--- src/rtl/alu_seq.sv ---
`default_nettype none
// +----------------------------------------------------------------------+
// | alu_seq: byte-serial AND/XOR/SHL1/ADD sequencer over a shared 8-bit ALU |
// | Revision: 1.0                                                        |
// +----------------------------------------------------------------------+
module alu_seq #(
    parameter int NBYTES = 4
) (
    input  logic                clk_i,
    input  logic                rst_n_i,
    input  logic                start_i,
    input  logic [2:0]          op_i,
    input  logic [8*NBYTES-1:0] a_i,
    input  logic [8*NBYTES-1:0] b_i,
    output logic                busy_o,
    output logic                done_o,
    output logic [8*NBYTES-1:0] result_o,
    output logic                carry_o,
    output logic                zf_o,
    output logic                err_o,
    output logic [2:0]          alu_op_o,
    output logic [7:0]          alu_r1_o,
    output logic [7:0]          alu_r2_o,
    input  logic [7:0]          alu_out_i,
    input  logic [1:0]          alu_ovf_i
);

    localparam int         W       = 8 * NBYTES;
    localparam int         IW      = $clog2(NBYTES);
    localparam logic [2:0] OP_AND  = 3'b000;
    localparam logic [2:0] OP_XOR  = 3'b001;
    localparam logic [2:0] OP_SHL1 = 3'b010;
    localparam logic [2:0] OP_ADD  = 3'b100;

    typedef enum logic [1:0] {S_IDLE, S_RUN, S_FIX, S_DONE} state_t;

    state_t          state_q, state_d;
    logic [W-1:0]    a_q, a_d, b_q, b_d, res_q, res_d, result_q, result_d;
    logic [2:0]      op_q, op_d;
    logic [IW-1:0]   i_q, i_d;
    logic            c_q, c_d, h_q, h_d;
    logic            carry_q, carry_d, zf_q, zf_d, err_q, err_d, done_q, done_d;
    logic [7:0]      a_byte, a_prev, b_byte, r_byte;
    logic            unused_ovf;

    assign unused_ovf = alu_ovf_i[1];

    function automatic logic legal_op(input logic [2:0] op);
        return (op == OP_AND) || (op == OP_XOR) || (op == OP_SHL1) || (op == OP_ADD);
    endfunction

    always_comb begin
        a_byte = 8'h00;
        a_prev = 8'h00;
        b_byte = 8'h00;
        r_byte = 8'h00;
        for (int k = 0; k < NBYTES; k++) begin
            if (int'(i_q) == k) begin
                a_byte = a_q[8*k +: 8];
                b_byte = b_q[8*k +: 8];
                r_byte = res_q[8*k +: 8];
            end
        end
        // SHL1 pulls the MSB of the byte below; byte 0 shifts in a zero
        for (int k = 1; k < NBYTES; k++) begin
            if (int'(i_q) == k) a_prev = a_q[8*(k-1) +: 8];
        end
    end

    always_comb begin
        state_d  = state_q;
        a_d      = a_q;
        b_d      = b_q;
        op_d     = op_q;
        i_d      = i_q;
        c_d      = c_q;
        h_d      = h_q;
        res_d    = res_q;
        result_d = result_q;
        carry_d  = carry_q;
        zf_d     = zf_q;
        err_d    = err_q;
        done_d   = 1'b0;
        alu_op_o = 3'b000;
        alu_r1_o = 8'h00;
        alu_r2_o = 8'h00;

        case (state_q)
            S_IDLE: begin
                if (start_i) begin
                    a_d     = a_i;
                    b_d     = b_i;
                    op_d    = op_i;
                    i_d     = '0;
                    c_d     = 1'b0;
                    h_d     = 1'b0;
                    res_d   = '0;
                    state_d = legal_op(op_i) ? S_RUN : S_DONE;
                end
            end
            S_RUN, S_FIX: begin
                if (state_q == S_FIX) begin
                    alu_op_o = OP_ADD;
                    alu_r1_o = r_byte;
                    alu_r2_o = 8'h01;
                end else begin
                    alu_op_o = op_q;
                    alu_r1_o = (op_q == OP_SHL1) ? a_prev : a_byte;
                    alu_r2_o = (op_q == OP_SHL1) ? a_byte : b_byte;
                end
                for (int k = 0; k < NBYTES; k++) begin
                    if (int'(i_q) == k) res_d[8*k +: 8] = alu_out_i;
                end
                // A pending carry is added in FIX before the byte index moves on
                if (state_q == S_RUN && op_q == OP_ADD && c_q) begin
                    h_d     = alu_ovf_i[0];
                    state_d = S_FIX;
                end else begin
                    if (state_q == S_FIX)
                        c_d = h_q | alu_ovf_i[0];
                    else if (op_q == OP_ADD)
                        c_d = alu_ovf_i[0];
                    if (int'(i_q) == NBYTES - 1) begin
                        state_d = S_DONE;
                    end else begin
                        i_d     = i_q + IW'(1);
                        state_d = S_RUN;
                    end
                end
            end
            S_DONE: begin
                state_d  = S_IDLE;
                done_d   = 1'b1;
                result_d = res_q;
                zf_d     = (res_q == '0);
                err_d    = !legal_op(op_q);
                if (op_q == OP_ADD)
                    carry_d = c_q;
                else if (op_q == OP_SHL1)
                    carry_d = a_q[W-1];
                else
                    carry_d = 1'b0;
            end
            default: state_d = S_IDLE;
        endcase
    end

    always_ff @(posedge clk_i or negedge rst_n_i) begin
        if (!rst_n_i) begin
            state_q  <= S_IDLE;
            a_q      <= '0;
            b_q      <= '0;
            op_q     <= '0;
            i_q      <= '0;
            c_q      <= 1'b0;
            h_q      <= 1'b0;
            res_q    <= '0;
            result_q <= '0;
            carry_q  <= 1'b0;
            zf_q     <= 1'b0;
            err_q    <= 1'b0;
            done_q   <= 1'b0;
        end else begin
            state_q  <= state_d;
            a_q      <= a_d;
            b_q      <= b_d;
            op_q     <= op_d;
            i_q      <= i_d;
            c_q      <= c_d;
            h_q      <= h_d;
            res_q    <= res_d;
            result_q <= result_d;
            carry_q  <= carry_d;
            zf_q     <= zf_d;
            err_q    <= err_d;
            done_q   <= done_d;
        end
    end

    assign busy_o   = (state_q != S_IDLE);
    assign done_o   = done_q;
    assign result_o = result_q;
    assign carry_o  = carry_q;
    assign zf_o     = zf_q;
    assign err_o    = err_q;

endmodule
`default_nettype wire

--- config.mk ---
export PLATFORM = sky130hd
export DESIGN_NAME = alu_seq
export DESIGN_NICKNAME = d
export VERILOG_FILES = /design/src/rtl/alu_seq.sv
export SDC_FILE = /design/constraint.sdc
export NUM_CORES = 1
export LEC_CHECK = 0
export ABC_CLOCK_PERIOD_IN_PS = 2500
export BUFFER_PORTS_ARGS = -buffer_cell sky130_fd_sc_hd__buf_4
export CAP_MARGIN = 20
export CORE_MARGIN = 1.5
export CORE_UTILIZATION = 35
export CTS_BUF_LIST = sky130_fd_sc_hd__clkbuf_8
export CTS_CLUSTER_DIAMETER = 30
export CTS_CLUSTER_SIZE = 20
export DETAILED_ROUTE_END_ITERATION = 16
export GPL_TIMING_DRIVEN = 0
export SLEW_MARGIN = 10
export SYNTH_ARGS = -nofsm -noshare
export SYNTH_HDL_FRONTEND = slang
export SYNTH_SLANG_ARGS = --single-unit
export TNS_END_PERCENT = 100
--- constraint.sdc ---
create_clock -name clk_i -period 2.5 [get_ports clk_i]
set_input_delay 0.5 -clock clk_i [delete_from_list [all_inputs] [get_ports clk_i]]
set_output_delay 0.5 -clock clk_i [all_outputs]
set_load 0.02 [all_outputs]
## Yosys cells after proc, flatten, opt, wreduce, memory -nomap -nowiden

Cells that the tools add are included.

| word-level totals | value |
|---|---|
| flip-flop bits (word level) | 141 |
| bits in latches | 0 |
| RAM bits | 0 |
| memory bits (read-only) | 0 |
| bits of input ports | 80 |
| output and inout port bits | 56 |
| word-level logic and storage cells | 112 |
| memories | 0 |

| cells by class | value |
|---|---|
| add/subtract/negate cells | 1 |
| $mul | 0 |
| div/mod/pow operators | 0 |
| magnitude comparators | 0 |
| equal/unequal tests | 21 |
| shift-type cells | 0 |
| mux-type cells | 48 |
| bitwise gates (word level) | 1 |
| reductions and logical operators | 25 |

Operators by type and width:

| operator | number |
|---|---|
| two-way mux 8 bit | 25 |
| case mux 32 bit (2 select lines) | 1 |
| logical NOT 32 bit | 1 |
| two-way mux 32 bit | 1 |
| inequality test 2 bit (second input constant) | 8 |
| AND reduction 3 bit | 5 |
| two-way mux 2 bit | 7 |
| == test 2 bit (second input constant) | 4 |
| two-way mux 1 bit | 8 |
| AND reduction 4 bit | 2 |
| == test 3 x 1 -> 1 bit (second input constant) | 2 |
| == test 3 x 2 -> 1 bit (second input constant) | 2 |
| == test 3 bit (second input constant) | 2 |
| logical NOT 3 bit | 2 |
| logical OR 1 bit | 6 |
| two-way mux 3 bit | 2 |
| case mux 2 bit (3 select lines) | 1 |
| == test 2 x 1 -> 1 bit (second input constant) | 2 |
| logical NOT 2 bit | 2 |
| case mux 1 bit (2 select lines) | 2 |
| case mux 2 bit (2 select lines) | 1 |
| nonzero test 2 bit | 2 |
| inequality test 3 bit (second input constant) | 1 |
| adder 2 x 1 -> 2 bit (second input constant) | 1 |
| 5 further kinds | 6 |

## Longest topological paths before layout

| logic depth | value |
|---|---|
| word-level depth | 8 |
| mapped depth | 8 |
| gate-level depth less buffers | 6 |

## Worst setup path before layout

OpenSTA, ideal clock, no wires.

| path | value |
|---|---|
| path type | register to output |
| start point | reg i_q[0] |
| end point | out alu_r1_o[3] |
| arrival | 1.986 ns |
| required time | 2.000 ns |
| setup slack | 0.014 ns |
| cell stages (with the launch flop) | 9 |
| buffers on the path | 2 |
| path through | dfrtp_1 -> inv_1 -> ha_1 -> buf_2 -> clkbuf_1 -> a21oi_1 -> o21ai_0 -> a22oi_1 -> a221oi_1 |

| between the ends | value |
|---|---|
| longest elaborated chain between the ends | 8 |
| elaborated cells on any way between the ends | 18 |
| classes of those cells | eq/ne: 3; mux: 14; reduce/logical: 1 |

Ends and longest elaborated chain:

| element | RTL line | source |
|---|---|---|
| start: declaration | 40 | `logic [IW-1:0] i_q, i_d;` |
| start signal: assignment | 168 | `i_q <= i_d;` |
| logical NOT 2 bit | 58 | `if (int'(i_q) == k) begin` |
| two-way mux 8 bit (4 in series) | 58 |  |
| two-way mux 8 bit | 108 | `alu_r1_o = (op_q == OP_SHL1) ? a_prev : a_byte;` |
| two-way mux 8 bit * | 102 | `if (state_q == S_FIX) begin` |
| two-way mux 8 bit * | 88 | `case (state_q)` |
| end: declaration | 22 | `output logic [7:0] alu_r1_o,` |

Mark *: on every way between the ends. The rest lies on a longest branch, timed or not.

## Worst setup path after layout

| path | value |
|---|---|
| start point | reg i_q[1] |
| end point | out alu_r1_o[5] |

Same word-level chain as after synthesis.

==> results.py <==
metrics = {
    "setup_path": {
        "type_of_origin_of_the_critical_path": "register",
        "cell_by_cell_listing_of_the_critical_path": "inv_4 > ha_4 > buf_8 > nand2_2 > o211ai_1 > nand3_1 > a221oi_2 > buf_4",
        "cp.arrival_ns": 2.44,
        "criticalPathCategory": "reg2out",
        "cpPeakStageDelay_ns": 0.47,
        "crit_path_start": "i_q[1]",
        "cp.required_ns": 2.00,
        "crit_path_top_delay_cell": "dfrtp_2",
        "worstReg2RegStart": "state_q[0]",
        "reg2reg_to": "result_o[6]",
        "slack_of_the_worst_reg_to_reg_path_ns": 0.28,
        "critical_path.endpoint": "alu_r1_o[5]",
        "critPathBufInv": 3,
        "cp.depth": 8,
        "critical_path.endpoint_type": "primary output",
        "crit_fanout": 5,
        "critPathTopFamily": "compound AO/OA/AOI/OAI gates",
        "reg2reg_depth": 6,
    },
    "floorplanning": {
        "die_area_um2": 20600,
        "design.portCount": 136,
        "rows": 51,
        "floorplan.initialDensity_pct": 35.7,
        "die_w_um": 144,
        "core_um2": 19400,
        "die_height_um": 144,
    },
    "yosys": {
        "synth_edf_count": 0,
        "synth_top_cell_area_share_pct": 51.0,
        "synthDistinctLibCells": 46,
        "synth_top_cell_by_area": "dfrtp_1",
        "post_synth_inst_count": 605,
        "async_flop_share_pct": 100,
        "synthTopCellsByArea": "dfrtp_1 (51%), mux2_2 (20%), a21oi_1 (2.8%)",
        "synth.ff_latch_count": 141,
        "post_synth.cell_area_avg_um2": 11.4,
        "cell_area_after_technology_mapping_um2": 6920,
        "synth_sequential_area_ratio_pct": 51.0,
        "top_reg_cell_synth": "dfrtp_1",
        "postSynthNetCount": 695,
        "synth_warnings": 0,
    },
    "placed_design": {
        "globalplace.congestion": 0.849,
        "dp.final_hpwl_mm": 14.4,
        "placed_area_um2": 8290,
        "placedCellCount": 1005,
        "placement.io_buffers": 134,
    },
    "routing": {
        "drt_drc_violations_left": 0,
        "detailedRoute.firstPassIterationCount": 5,
        "drt_wl_total_mm": 20.4,
        "routed_via_density": 5.19,
        "ant_nets": 0,
        "drtIter0Drc": 345,
        "wire_per_inst_um": 19.4,
        "dr_total_vias": 5450,
    },
    "clocking": {
        "cts.path.max_buffers": 2,
        "ctsHtreeMaxLevel": 4,
        "insertion_delay_ns": 0.47,
        "cts_made_buffers": 17,
        "clock_sinks": 141,
        "cts_tree": "yes",
        "cts-root-buf": "clkbuf_8",
        "clk_transition_reported_paths_ns": 0.09,
    },
    "hold_path": {
        "hold_path_class": "in2reg",
        "hold_path.startpoint": "b_i[14]",
    },
    "global_routing": {
        "via_count_of_the_first_global_routing_pass": 5298,
        "overflow": 0,
        "groute.usage.overall_pct": 20.4,
        "number_of_antenna_violations_at_the_first_check_in_global_routing": 0,
        "pin_count_of_the_biggest_net_entering_global_routing": 110,
        "grt_pass1_wl_mm": 31.2,
    },
    "timing": {
        "final-hold-violation-count": 0,
        "setup_viol": 16,
        "rsz0062_at_grt": "yes",
        "finClkSkew_ns": 0.0133,
        "timing.final.crit_share_pct": 118,
        "max-slew-margin-rel_pct": 57.4,
        "timing.final.ws_setup_ns": -0.443,
        "clock.fmax_mhz": 340,
        "max_slew.worst_pin.slew_ns": 0.626,
        "final.min_clock_period_ns": 2.94,
        "report.final.slew_viol_count": 0,
    },
    "finish": {
        "area_growth_syn_to_layout_pct": 34.1,
        "num-fill-cells": 1808,
        "layout-drive-gt1-share_pct": 50.8,
        "finish.instance_area_um2": 9280,
        "antenna_cells_inserted": 0,
        "finish.net_count": 862,
        "layout.cells.non_filler": 1050,
    },
    "flow_run": {
        "cap_viol_max_count": 0,
    },
    "outcome": {
        "run_status": "finished with violations",
        "violations": "setup timing",
    },
    "pwr": {
        "vdd_ir_drop_max_mv": 0.719,
        "power_per_cell_area_nw_per_um2": 1520,
        "p_leak_nw": 4.10,
        "report.power.total_w": 0.0141,
    },
}
[worst reg2reg max path: stages, from the launching register on]
cell	delay (ns)
dfrtp_1	0.39
buf_4	0.13
buf_4	0.09
ha_1	0.21
clkbuf_1	0.49
buf_2	0.41
mux2_2	0.38
[through the flow]
stage	hold slack (ns)	TNS [ns]	worst slack [ns]	utilization (%)
5_1_grt	0.242	-6.70	-0.510	47.8
4_1_cts	0.239	-5.88	-0.428	46.9
6_report	0.260	-5.26	-0.443	47.8
3_3_place_gp	0.488	-4.46	-0.449	42.6
3_5_place_dp	0.380	-4.57	-0.459	42.8
2_1_floorplan	0.204	0	0.0138	-
[synthesized netlist by cell type (2+ instances only)]
master and n:
a211oi_1 8, a21oi_1 39, a21oi_4 2, a221o_1 7, a221oi_1 10, a22oi_1 8, a31oi_1 9, and2_1 8
and3_1 2, buf_2 22, clkbuf_1 18, dfrtp_1 141, ha_1 10, inv_1 22, maj3_1 2, mux2_2 126
nand2_1 50, nand2b_1 9, nand3_1 12, nand3b_1 4, nor2_1 12, nor2b_1 9, nor3_1 2, nor3_2 2
nor4_1 5, o211ai_1 16, o21ai_0 30, or4_1 2
[metal layers]
layer / vias up / global-route usage (%) / part of all wire (%)
met5: - / 0 / 0
met4: 0 / 7.57 / 2.3
met3: 28 / 4.17 / 6.2
met2: 212 / 31.8 / 47
met1: 2676 / 28.1 / 45
li1: 2534 / - / -
[cells by family after synthesis]
logic type	after synthesis	share of synthesized area, %
and+or+nand+nor	123	9.16
muxes	128	20.8
DFF	141	51.0
AOI/OAI and AO/OA	137	13.1
buffers and inverters	64	3.87
adders and majority gates	12	2.10
[how the worst min path moves through the flow]
stage / slack [ns] / endpoint / depth (start not counted)
finish: 0.26 / b_q[14] / 2
detailed placement: 0.38 / done_o / 1
global route: 0.24 / b_q[1] / 2
floorplan: 0.20 / a_q[0] / 0
global placement: 0.49 / b_q[15] / 1
CTS: 0.24 / b_q[14] / 2
[state kept, by name, indices dropped and copies added, names as in the netlist]
register	count
carry_o	1
err_o	1
done_o	1
c_q	1
result_o	32
b_q	32
i_q	2
res_q	32
op_q	3
a_q	32
h_q	1
state_q	2
zf_o	1
[where the power goes]
group | internal [W] | switching (W) | total, W
sequential | 0.00339 | 0.000922 | 0.00431
combinational | 0.00378 | 0.00410 | 0.00787
clock | 0.00103 | 0.000910 | 0.00194
total | 0.00819 | 0.00593 | 0.0141
[cells in the final DEF (no fill, tap or decap), drive strengths merged, types with 3 or more instances in the layout]
| cell | n |
|---|---|
| and2 | 8 |
| nor4 | 6 |
| bufinv | 3 |
| inv | 25 |
| nor3 | 4 |
| nand2b | 9 |
| a22oi | 8 |
| nand2 | 50 |
| clkinv | 5 |
| buf | 173 |
| a21oi | 42 |
| ha | 10 |
| o211ai | 16 |
| clkinvlp | 3 |
| a211oi | 8 |
| nand3b | 4 |
| mux2 | 126 |
| nand3 | 12 |
| clkbuf | 34 |
| a31oi | 9 |
| nor2b | 9 |
| o21ai | 30 |
| dfrtp | 141 |
| a221o | 7 |
| nor2 | 13 |
| a221oi | 10 |
[final cells by class]
type	count	area, um^2	area share (%)
plain buffers	37	312	3.36
clock buffers	19	262	2.82
clock inverters	13	151	1.63
inverters	23	95.1	1.02
multi-input cells	400	3390	36.5
flip-flops and latches	141	3530	38.1
well taps	265	332	3.57
repair buffers	152	1210	13.0
[what timing repair did]
| item | 4_1_cts | 5_1_grt |
|---|---|---|
| setup buffers | 7 | 9 |
| hold endpoints to repair | 32 | 0 |
| hold buffers | 1 | 0 |
| pin swaps | 18 | 18 |
| gates resized for setup | 95 | 34 |
| setup endpoints to repair | 19 | 19 |
Note: power is estimated with default switching activity, not from simulation.
